==> config.mk <==
export PLATFORM = sky130hd
export DESIGN_NAME = ab_eval_arbiter
export DESIGN_NICKNAME = d
export VERILOG_FILES = /design/src/rtl/ab_pkg.sv /design/src/rtl/ab_rr_arbiter.sv /design/src/rtl/ab_eval_arbiter.sv
export SDC_FILE = /design/constraint.sdc
export NUM_CORES = 1
export LEC_CHECK = 0
export BUFFER_PORTS_ARGS = -buffer_cell sky130_fd_sc_hd__buf_2
export CAP_MARGIN = 20
export CORE_MARGIN = 2
export CORE_UTILIZATION = 51
export CTS_CLUSTER_DIAMETER = 30
export DETAILED_ROUTE_END_ITERATION = 6
export PLACE_DENSITY = 0.87
export SETUP_SLACK_MARGIN = 0.02
export SYNTH_ARGS = -nofsm -noshare
export SYNTH_HDL_FRONTEND = slang
export SYNTH_HIERARCHICAL = 1
export SYNTH_SLANG_ARGS = --single-unit
==> constraint.sdc <==
create_clock -name clk -period 3.74 [get_ports clk]
set_input_delay 0.374 -clock clk [delete_from_list [all_inputs] [get_ports clk]]
set_output_delay 0.374 -clock clk [all_outputs]
set_load 0.03 [all_outputs]
==> src/rtl/ab_pkg.sv <==
// Shared types and evaluation functions for the A/B function-unit arbiter.
package ab_pkg;

    typedef enum logic [1:0] {
        OP_A    = 2'd0,
        OP_B    = 2'd1,
        OP_TOP  = 2'd2,
        OP_RSVD = 2'd3
    } op_e;

    typedef enum logic {
        ST_EMPTY = 1'b0,
        ST_FULL  = 1'b1
    } state_e;

    function automatic logic ab_eval_a(input logic x, input logic y);
        return x & ~y;
    endfunction

    function automatic logic ab_eval_b(input logic x, input logic y);
        return ~(x ^ y);
    endfunction

    // Built literally from A and B; it reduces to x | ~y.
    function automatic logic ab_eval_top(input logic x, input logic y);
        logic a;
        logic b;
        a = ab_eval_a(x, y);
        b = ab_eval_b(x, y);
        return (a | b) ^ (a & b);
    endfunction

endpackage

==> src/rtl/ab_rr_arbiter.sv <==
// Combinational round-robin picker: first set request after last_grant, wrapping.
module ab_rr_arbiter #(
    parameter int NREQ = 4,
    parameter int IDW  = $clog2(NREQ)
) (
    input  logic [NREQ-1:0] req,
    input  logic            en,
    input  logic [IDW-1:0]  last_grant,
    output logic [NREQ-1:0] grant,
    output logic [IDW-1:0]  grant_idx,
    output logic            grant_any
);

    logic [IDW-1:0] idx;

    always_comb begin
        grant     = '0;
        grant_idx = '0;
        grant_any = 1'b0;
        idx       = '0;
        for (int k = 1; k <= NREQ; k++) begin
            idx = IDW'((int'(last_grant) + k) % NREQ);
            if (en && !grant_any && req[idx]) begin
                grant[idx] = 1'b1;
                grant_idx  = idx;
                grant_any  = 1'b1;
            end
        end
    end

endmodule

==> src/rtl/ab_eval_arbiter.sv <==
// Round-robin sharing of one A/B evaluation unit with a one-entry output slot.
module ab_eval_arbiter
    import ab_pkg::*;
#(
    parameter int NREQ = 4,
    parameter int IDW  = $clog2(NREQ),
    parameter int CNTW = 16
) (
    input  logic              clk,
    input  logic              reset,
    input  logic              enable,
    input  logic [NREQ-1:0]   req_valid,
    input  logic [NREQ-1:0]   req_x,
    input  logic [NREQ-1:0]   req_y,
    input  logic [2*NREQ-1:0] req_op,
    output logic [NREQ-1:0]   req_ready,
    output logic              rsp_valid,
    input  logic              rsp_ready,
    output logic [IDW-1:0]    rsp_id,
    output logic              rsp_z,
    output logic              rsp_err,
    output logic [CNTW-1:0]   issue_count,
    output logic              fsm_state
);

    // Handshake: a request moves when req_valid[i] && req_ready[i] at a rising
    // edge; a response moves when rsp_valid && rsp_ready at a rising edge.

    state_e         state;
    state_e         state_next;
    logic [IDW-1:0] last_grant;
    logic [IDW-1:0] grant_idx;
    logic [NREQ-1:0] grant;
    logic           grant_any;
    logic           slot_free;
    logic           sel_x;
    logic           sel_y;
    op_e            sel_op;
    logic           eval_z;
    logic           eval_err;

    assign rsp_valid = (state == ST_FULL);
    assign slot_free = !rsp_valid || rsp_ready;
    assign req_ready = grant;
    assign fsm_state = state;

    // Reset gates the enable so no grant is offered while reset is held.
    ab_rr_arbiter #(
        .NREQ (NREQ),
        .IDW  (IDW)
    ) u_rr (
        .req        (req_valid),
        .en         (enable && slot_free && !reset),
        .last_grant (last_grant),
        .grant      (grant),
        .grant_idx  (grant_idx),
        .grant_any  (grant_any)
    );

    always_comb begin
        sel_x  = 1'b0;
        sel_y  = 1'b0;
        sel_op = OP_A;
        for (int i = 0; i < NREQ; i++) begin
            if (grant_idx == IDW'(i)) begin
                sel_x  = req_x[i];
                sel_y  = req_y[i];
                sel_op = op_e'(req_op[2*i +: 2]);
            end
        end
    end

    always_comb begin
        eval_z   = 1'b0;
        eval_err = 1'b0;
        case (sel_op)
            OP_A:    eval_z = ab_eval_a(sel_x, sel_y);
            OP_B:    eval_z = ab_eval_b(sel_x, sel_y);
            OP_TOP:  eval_z = ab_eval_top(sel_x, sel_y);
            default: eval_err = 1'b1;
        endcase
    end

    always_comb begin
        state_next = state;
        case (state)
            ST_EMPTY: if (grant_any) state_next = ST_FULL;
            ST_FULL:  if (rsp_ready && !grant_any) state_next = ST_EMPTY;
            default:  state_next = ST_EMPTY;
        endcase
    end

    always_ff @(posedge clk or posedge reset) begin
        if (reset) begin
            state       <= ST_EMPTY;
            rsp_id      <= '0;
            rsp_z       <= 1'b0;
            rsp_err     <= 1'b0;
            issue_count <= '0;
            last_grant  <= IDW'(NREQ - 1);
        end else begin
            state <= state_next;
            if (grant_any) begin
                rsp_id      <= grant_idx;
                rsp_z       <= eval_z;
                rsp_err     <= eval_err;
                last_grant  <= grant_idx;
                issue_count <= issue_count + 1'b1;
            end
        end
    end

endmodule
* After elaboration in Yosys (flattened, before gate mapping)
Cells that the tools add are included.
** Cells by class
- $add $sub $neg :: 5
- Order comparisons :: 8
- Equality and inequality tests :: 5
- Mux-type cells :: 45
- Bitwise operators :: 11
- Reduce and logical (&&, ||, !) cells :: 24
** Operators with widths (number)
- $mux 1 :: 23
- $add 16x1->16 const B :: 1
- $mux 2 :: 8
- $mux 4 :: 4
- $logic_and 1x1->1 :: 14
- $lt 2x3->1 const B :: 4
- $or 4x4->4 :: 3
- $bmux 1 s2 :: 4
- $demux 1 s2 :: 4
- $ge 2x1->1 const B :: 4
- $eq 2x2->1 const B :: 3
- $logic_not 1->1 :: 6
- $add 2x1->2 const B :: 2
- $add 2x2->2 const B :: 2
- $eq 2x1->1 const B :: 2
- $logic_not 2->1 :: 2
- $not 1->1 :: 3
- $pmux 1 s3 :: 1
- $reduce_or 3->1 :: 1
- $and 1x1->1 :: 2
- $pmux 1 s2 :: 1
- $xor 1x1->1 :: 2
- $logic_or 1x1->1 :: 1
- $or 1x1->1 :: 1
** Storage, ports and cells
- Register bits :: 23
- Input bits :: 24
- Output and inout port bits :: 26
- Logic and storage cells :: 104

* Longest topological paths before layout
Gate-level depths: netlist (run 1).
- Depth after elaboration :: 28
- Depth in mapped cells :: 14
- Depth with buffers taken out :: 12

* Hierarchy
Netlist (run 1), hierarchy kept.
** Modules (own cells, without submodules)
- ab_eval_arbiter :: times used 1, cells an instance 96, area each 1123.6 µm², sequential area each 578.1 µm²
- ab_rr_arbiter :: times used 1, cells an instance 65, area each 521.8 µm², sequential area each 0.0 µm²

* Worst setup path before layout (run 1)
No wires, ideal clock.
- Kind :: flip-flop to flip-flop
- From :: reg last_grant[0]
- To :: reg rsp_z
- Data arrival time :: 3298 ps
- Setup slack :: 308 ps
- Cell stages (with the launch flop) :: 15
- Buffers on the path :: 2
- Clock period less this slack :: 3432 ps
- Cell sequence :: dfstp_2 > buf_6 > inv_1 > ha_1 > mux4_2 > inv_1 > nand2_1 > a22o_1 > buf_6 > mux4_1 > inv_1 > ha_1 > mux2_4 > mux2i_1 > a21oi_1
** On the way
- Longest elaborated chain between the ends :: 27
** Ends and longest elaborated chain
- from (decl) :: RTL line ab_eval_arbiter.sv:31 : logic [IDW-1:0] last_grant;
- from (signal assigned) :: RTL line ab_eval_arbiter.sv:100 : last_grant <= IDW'(NREQ - 1);
- from (signal assigned) :: RTL line ab_eval_arbiter.sv:107 : last_grant <= grant_idx;
- $add 2x1->2 :: RTL line ab_rr_arbiter.sv:22 : idx = IDW'((int'(last_grant) + k) % NREQ);
- $bmux 1 s2 :: RTL line ab_rr_arbiter.sv:23 : if (en && !grant_any && req[idx]) begin
- $mux 1 (implied by the code) :: RTL line ab_rr_arbiter.sv:23
- $logic_and 1x1->1 :: RTL line ab_rr_arbiter.sv:23
- $mux 1 :: RTL line ab_rr_arbiter.sv:23
- $logic_not 1->1 :: RTL line ab_rr_arbiter.sv:23
- $logic_and 1x1->1 (2 in a row) :: RTL line ab_rr_arbiter.sv:23
- $mux 1 :: RTL line ab_rr_arbiter.sv:23
- [8 not listed]
- named net grant_idx[0] :: RTL line ab_eval_arbiter.sv:32 : logic [IDW-1:0] grant_idx;
- $logic_not 2->1 :: RTL line ab_eval_arbiter.sv:65 : if (grant_idx == IDW'(i)) begin
- $mux 1 (4 in a row) :: RTL line ab_eval_arbiter.sv:65
- $not 1->1 / $xor 1x1->1 (equally long branches) :: RTL line ab_pkg.sv:17, ab_pkg.sv:21
- $and 1x1->1 / $not 1->1 (equally long branches) :: RTL line ab_pkg.sv:17, ab_pkg.sv:21
- $or 1x1->1 / $and 1x1->1 (equally long branches) :: RTL line ab_pkg.sv:30 : return (a | b) ^ (a & b);
- $xor 1x1->1 :: RTL line ab_pkg.sv:30
- $pmux 1 s3 (*) :: RTL line ab_eval_arbiter.sv:76 : case (sel_op)
- to (signal assigned) :: RTL line ab_eval_arbiter.sv:105 : rsp_z <= eval_z;
- to (decl) :: RTL line ab_eval_arbiter.sv:20 : output logic rsp_z,
Mark *: on every way through the listed nets, which the timed path passes. The rest lies on a longest branch. The select of a mux whose other input is x is not followed.
A chain may end at the register's enable or synchronous reset.

* Worst setup path after layout (run 1)
Ends and elaborated chain as after synthesis.

==> results.json, run 1 <==
{
  "status": "finished clean",
  "synthArstFlopShare_pct": 100,
  "synth_area_leaders": "dfrtp_1 32%, ha_1 7.6%, xnor2_1 5.9%",
  "total_power_mw": 1.26,
  "clock_skew_ns": 0.0102,
  "syn-num-nets": 195,
  "hold_viol": 0,
  "grt_max_degree": 24,
  "pre_cts_ws_ns": 0.134,
  "initialDrtViolationCount": 55,
  "hold_path_class": "primary input to async pin",
  "worst-path-stages": 12,
  "cp_slowest_cell": "dfstp_2",
  "start_util_pct": 53.9,
  "wl_per_cell_um": 13.6,
  "grt_pass1_vias": 1293,
  "power_frac_seq_pct": 31.3,
  "setup_ws_ns": 0.279,
  "dieArea_mm2": 0.00370,
  "fin_cells": 257,
  "rr_worst_depth": 12,
  "power_density_mw_per_mm2": 642,
  "routed_via_density": 5.53,
  "synth_flop_cell": "dfrtp_1",
  "die_w_um": 60.8,
  "io_pins": 50,
  "vias": 1420,
  "diodes": 0,
  "clock_latency_ns": 0.32,
  "p_sw_share_pct": 48.6,
  "multi_input_area_um2": 971,
  "core-area_mm2": 0.00305,
  "crit_end": "rsp_z",
  "drt_first_pass_iters": 4,
  "tightest_slew_ns": 0.840,
  "share_comb_of_total_power_pct": 59.6,
  "grt_first_pass_wirelength_um": 5470,
  "tns_ns": 0,
  "synthCells": 161,
  "ant_nets": 0,
  "synth_top_cells_by_count": "21 x dfrtp_1, 14 x inv_1, 12 x nand2_1, 11 x xnor2_1, 10 x ha_1",
  "synth_top_area_share_pct": 31.9,
  "rsz0062_at_grt": "false",
  "yosysSeqAreaShare_pct": 35.1,
  "startpoint": "last_grant[0]",
  "fillers": 249,
  "min_period_ns": 3.46,
  "dpl.cell_count": 252,
  "critPathTopFamily": "multiplexers",
  "cts-htree-levels": 1,
  "ir_drop_mv": 0.466,
  "gr-total-overflow": 0,
  "maxCapViolCount": 0,
  "seqCellArea_um2": 578,
  "grt_use_total_pct": 19.8,
  "synth_top_area_cell": "dfrtp_1",
  "max_stage_delay_ns": 0.58,
  "setup_violations": 0,
  "antenna_found_initial": 0,
  "p_sw_uw": 614,
  "numCtsBuffers": 3,
  "start_kind": "flip-flop",
  "dp_hpwl_um": 2680,
  "clk_pin_slew_ns": 0.13,
  "root_buffer": "clkbuf_4",
  "synth_edf_count": 0,
  "num_rows": 20,
  "hold_buffers": 0,
  "cts_sinks": 23,
  "io_buffers": 49,
  "fmax_ghz": 0.289,
  "pwr-share-clk_pct": 9.1,
  "slew_headroom_pct": 44.0,
  "syn_to_final_growth_pct": 19.5,
  "power_leakage_nw": 0.964,
  "final_nets": 248,
  "drc": 0,
  "drt-total-wl_um": 3500,
  "crit_chain": "inv_1 -> ha_1 -> mux4_2 -> inv_1 -> nand2_1 -> a22o_1 -> mux4_1 -> inv_1 -> ha_1 -> mux2_4 -> mux2i_1 -> a21oi_1",
  "reg2reg_from": "last_grant[0]",
  "place_congestion": 0.851,
  "cp-end-kind": "flip-flop",
  "die_y_um": 60.8,
  "cp.required_ns": 3.94,
  "slew_viol_final": 0,
  "drive_gt1_share_pct": 33.3,
  "r2r_setup_slack_ns": 0.28,
  "period_share_pct": 92.5,
  "clock_path_buffers": 2,
  "synth-seq-cells": 23,
  "synth_area_mm2": 0.00165,
  "timing.rr.end": "rsp_z",
  "ys_warn_count": 6,
  "internal_power_uw": 649,
  "synth.avg_cell_area_um2": 10.2,
  "synth_most_common_cell": "dfrtp_1",
  "cp.arrival_ns": 3.66,
  "crit_top_cell": "inv_1",
  "synth_cell_types": 44,
  "utilization_pct": 64.4,
  "crit_fanout": 7,
  "crit_type": "flip-flop to flip-flop",
  "cp.buffers_inverters": 3,
  "tritoncts": "built"
}
## stage by stage
| step | hold WS [ns] | cell area (µm²) |
|---|---|---|
| 2_1_floorplan | 0.374 | 1650 |
| 3_3_place_gp | 0.455 | 1930 |
| 3_5_place_dp | 0.459 | 1930 |
| 4_1_cts | 0.232 | 1960 |
| 5_1_grt | 0.267 | 1970 |
| 6_report | 0.212 | 1970 |
## state kept, by name, indices dropped and copies added, names as in the netlist
signal / count
rsp_id: 2
last_grant: 2
rsp_err: 1
fsm_state: 1
rsp_z: 1
issue_count: 16
## what timing repair did
item,4_1_cts,5_1_grt
gates resized for setup,0,0
buffers inserted,0,1
setup endpoints to repair,0,1
## cell families after synthesis
| logic type | after synthesis | synth area share (%) |
|---|---|---|
| simple gates | 47 | 15.1 |
| mux | 14 | 13.5 |
| fa+ha+maj | 10 | 7.60 |
| flops | 23 | 35.1 |
| compound gates | 32 | 14.8 |
| buf+inv | 20 | 5.86 |
| xor+xnor | 15 | 7.98 |
## area by class of cell
cell class | count | area share, %
clock inverter | 1 | 0.254
inverter | 14 | 2.67
clock buffer | 3 | 1.15
timing repair buffer | 54 | 14.4
tap | 44 | 2.80
sequential | 23 | 29.4
multi-input combinational | 118 | 49.4
## per-layer routing
layer | up-vias | part of all wire [%] | global-route usage [%]
met5 | - | 0 | 0
met4 | 0 | 1.6 | 6.52
met3 | 7 | 6.0 | 4.26
met2 | 59 | 47 | 32.6
met1 | 660 | 45 | 26.0
li1 | 694 | - | -
## power by group through the flow
stage	sequential [mW]	clock (mW)	combinational (mW)
final	0.396	0.115	0.752
after global routing	0.409	0.127	0.827
after CTS	0.408	0.117	0.734
after detailed placement	0.412	0	0.734
after global placement	0.409	0	0.710
after floorplan	0.523	0	0.438
## how the worst min path moves through the flow
stage                    start               to  slack, ns  depth (start not counted)
2_1_floorplan            reset        fsm_state       0.37                          1
3_3_place_gp   issue_count[15]  issue_count[15]       0.46                          1
3_5_place_dp   issue_count[15]  issue_count[15]       0.46                          1
4_1_cts                  reset        fsm_state       0.23                          2
5_1_grt                  reset        fsm_state       0.27                          2
6_report                 reset  issue_count[10]       0.21                          2
## cell usage in the layout (no fill, tap or decap), drive strengths merged, types with 2 or more instances in the layout
master and n:
a211oi 2, a21oi 4, a221o 4, a31o 4
and3 6, buf 54, clkbuf 3, dfrtp 21
dfstp 2, ha 10, inv 14, mux2 4
mux2i 5, mux4 5, nand2 12, nand3 6
nand4 4, nor2 5, nor2b 2, nor3 3
nor3b 2, o21ai 9, o22ai 2, or3 2
xnor2 11, xor2 4
No activity file was read; power rests on OpenSTA's default activity.
==> inputs of run 2 (changes only) <==
Settings changed: BUFFER_PORTS_ARGS -buffer_cell sky130_fd_sc_hd__buf_2 to unset, CORE_UTILIZATION 51 to 55, DONT_BUFFER_PORTS set to 1, PLACE_DENSITY 0.87 to 0.78.
==> run 2 against run 1 <==
Compared with the run above:
- the run now ends with DRC left
- design area shrank 13%
- critical endpoint unchanged
- fmax decreased by 0.91%
- sequential power rose by 30%
- via count shrank 10%
- largest power group unchanged
- first-iteration DRC count increased by 40%
- combinational power fell by 25%
- worst setup slack got worse by 0.032 ns
- cell count fell by 24%
==> results.json, run 2 (synthesis results as in run 1) <==
{
  "status": "complete, but fails checks",
  "failed_checks": "DRC",
  "max_stage_delay_ns": 0.55,
  "critPathTopFamily": "multiplexers",
  "placed_cell_area_mm2": 0.00168,
  "power_frac_seq_pct": 43.3,
  "cp.arrival_ns": 3.69,
  "place_congestion": 0.906,
  "num_rows": 19,
  "final_nets": 199,
  "crit_fanout": 7,
  "tns_ns": 0,
  "routed_via_density": 6.52,
  "syn_to_final_growth_pct": 3.57,
  "cp_slowest_cell": "dfstp_2",
  "utilization_pct": 60.7,
  "numCtsBuffers": 3,
  "total_power_mw": 1.18,
  "period_share_pct": 93.4,
  "layout_commonest_cell": "dfrtp_1",
  "final_area_mm2": 0.00170,
  "pwr-share-clk_pct": 9.3,
  "vias": 1272,
  "tightest_slew_ns": 0.827,
  "cts-resized-gates": 0,
  "core-area_mm2": 0.00281,
  "power_leakage_nw": 0.742,
  "internal_power_uw": 592,
  "grt_pass1_vias": 1248,
  "wl_per_cell_um": 17.3,
  "drt_first_pass_iters": 6,
  "clock_latency_ns": 0.30,
  "reg2reg_from": "last_grant[0]",
  "root_buffer": "clkbuf_4",
  "dieArea_mm2": 0.00345,
  "diodes": 0,
  "drc": 5,
  "startpoint": "last_grant[0]",
  "hold_buffers": 0,
  "gr-total-overflow": 0,
  "cp.buffers_inverters": 3,
  "drive_gt1_share_pct": 12.8,
  "share_comb_of_total_power_pct": 47.5,
  "dp_hpwl_um": 2540,
  "fmax_ghz": 0.286,
  "clock_skew_ns": 0.00203,
  "die_w_um": 58.7,
  "hold_viol": 0,
  "largest_register_ff_count": 16,
  "cp-end-kind": "flip-flop",
  "die_y_um": 58.7,
  "maxCapViolCount": 0,
  "start_util_pct": 58.7,
  "grt_max_degree": 24,
  "rsz0062_at_grt": "false",
  "crit_top_cell": "inv_1",
  "p_sw_uw": 593,
  "grt_use_total_pct": 21.0,
  "clock_path_buffers": 2,
  "grt_first_pass_wirelength_um": 5650,
  "antenna_found_initial": 0,
  "io_pins": 50,
  "final_cell_mix": "21 x dfrtp_1, 14 x inv_1, 12 x nand2_1",
  "cp.required_ns": 3.94,
  "cts_sinks": 23,
  "setup_violations": 0,
  "io_buffers": 0,
  "ant_nets": 0,
  "power_density_mw_per_mm2": 695,
  "p_sw_share_pct": 50.1,
  "slew_headroom_pct": 44.8,
  "fin_cells": 195,
  "cts_setup_buffers": 0,
  "cts-htree-levels": 1,
  "crit_type": "flip-flop to flip-flop",
  "min_period_ns": 3.49,
  "ir_drop_mv": 0.451,
  "tritoncts": "built",
  "slew_viol_final": 0,
  "dpl.cell_count": 191,
  "initialDrtViolationCount": 77,
  "largest-register": "issue_count",
  "crit_chain": "inv_1 -> ha_1 -> mux4_2 -> inv_1 -> nand2_1 -> a22o_1 -> mux4_1 -> inv_1 -> ha_1 -> mux2_4 -> mux2i_1 -> a21oi_1",
  "clk_pin_slew_ns": 0.11,
  "reg_top3": "issue_count (16), last_grant (2), rsp_id (2)",
  "hold_path_class": "primary input to async pin",
  "start_kind": "flip-flop",
  "drt-total-wl_um": 3370
}
[run 2: cell types whose count changed in the layout (fill, tap and decap cells not counted)]
cell,before,now
clkinv_2,1,0
buf_2,49,0
clkbuf_1,0,1
[run 2: layout make-up]
type | count | area [µm²]
Multi-Input combinational cell | 118 | 971
Clock buffer | 4 | 26.3
Sequential cell | 23 | 578
Timing Repair Buffer | 5 | 37.5
Fill cell | 239 | 1100
Tap cell | 31 | 38.8
Inverter | 14 | 52.6
[run 2: worst paths after layout]
| path | endpoint | slack [ns] | cells past startpoint |
|---|---|---|---|
| max | rsp_z | 0.25 | 12 |
| min | issue_count[15] | 0.11 | 1 |
| max reg2reg | rsp_z | 0.25 | 12 |
| min reg2reg | last_grant[1] | 0.67 | 3 |
| max in group asynchronous | issue_count[1] | 3.12 | 1 |
| min in group clk | fsm_state | 0.42 | 2 |
[run 2: stage by stage]
stage | setup slack (ns) | hold WS, ns
finish | 0.247 | 0.107
CTS | 0.270 | 0.131
global placement | 0.393 | 0.453
global route | 0.0669 | 0.152
detailed placement | 0.290 | 0.472
floorplan | 0.308 | 0.374
[run 2: layer usage]
metal | part of all wire [%] | routed length (µm) | global-route usage, % | vias up
met5 | 0 | 0 | 0 | -
met4 | 0.50 | 17 | 2.92 | 0
met3 | 9.3 | 314 | 7.25 | 4
met2 | 49 | 1650 | 34.8 | 68
met1 | 41 | 1390 | 27.5 | 605
li1 | - | - | - | 595
[run 2: worst reg2reg max path: stages (launching register included)]
cell     delay [ns]
dfstp_2        0.55
inv_1          0.08
ha_1           0.39
mux4_2         0.41
inv_1          0.24
nand2_1        0.11
a22o_1         0.32
mux4_1         0.51
inv_1          0.08
ha_1           0.23
mux2_4         0.26
mux2i_1        0.13
a21oi_1        0.08
[run 2: power by group through the flow]
| stage | combinational [mW] | clock [mW] | sequential (mW) |
|---|---|---|---|
| floorplan | 0.438 | 0 | 0.523 |
| global placement | 0.530 | 0 | 0.513 |
| detailed placement | 0.559 | 0 | 0.519 |
| CTS | 0.561 | 0.112 | 0.513 |
| global route | 0.622 | 0.123 | 0.524 |
| finish | 0.562 | 0.110 | 0.513 |
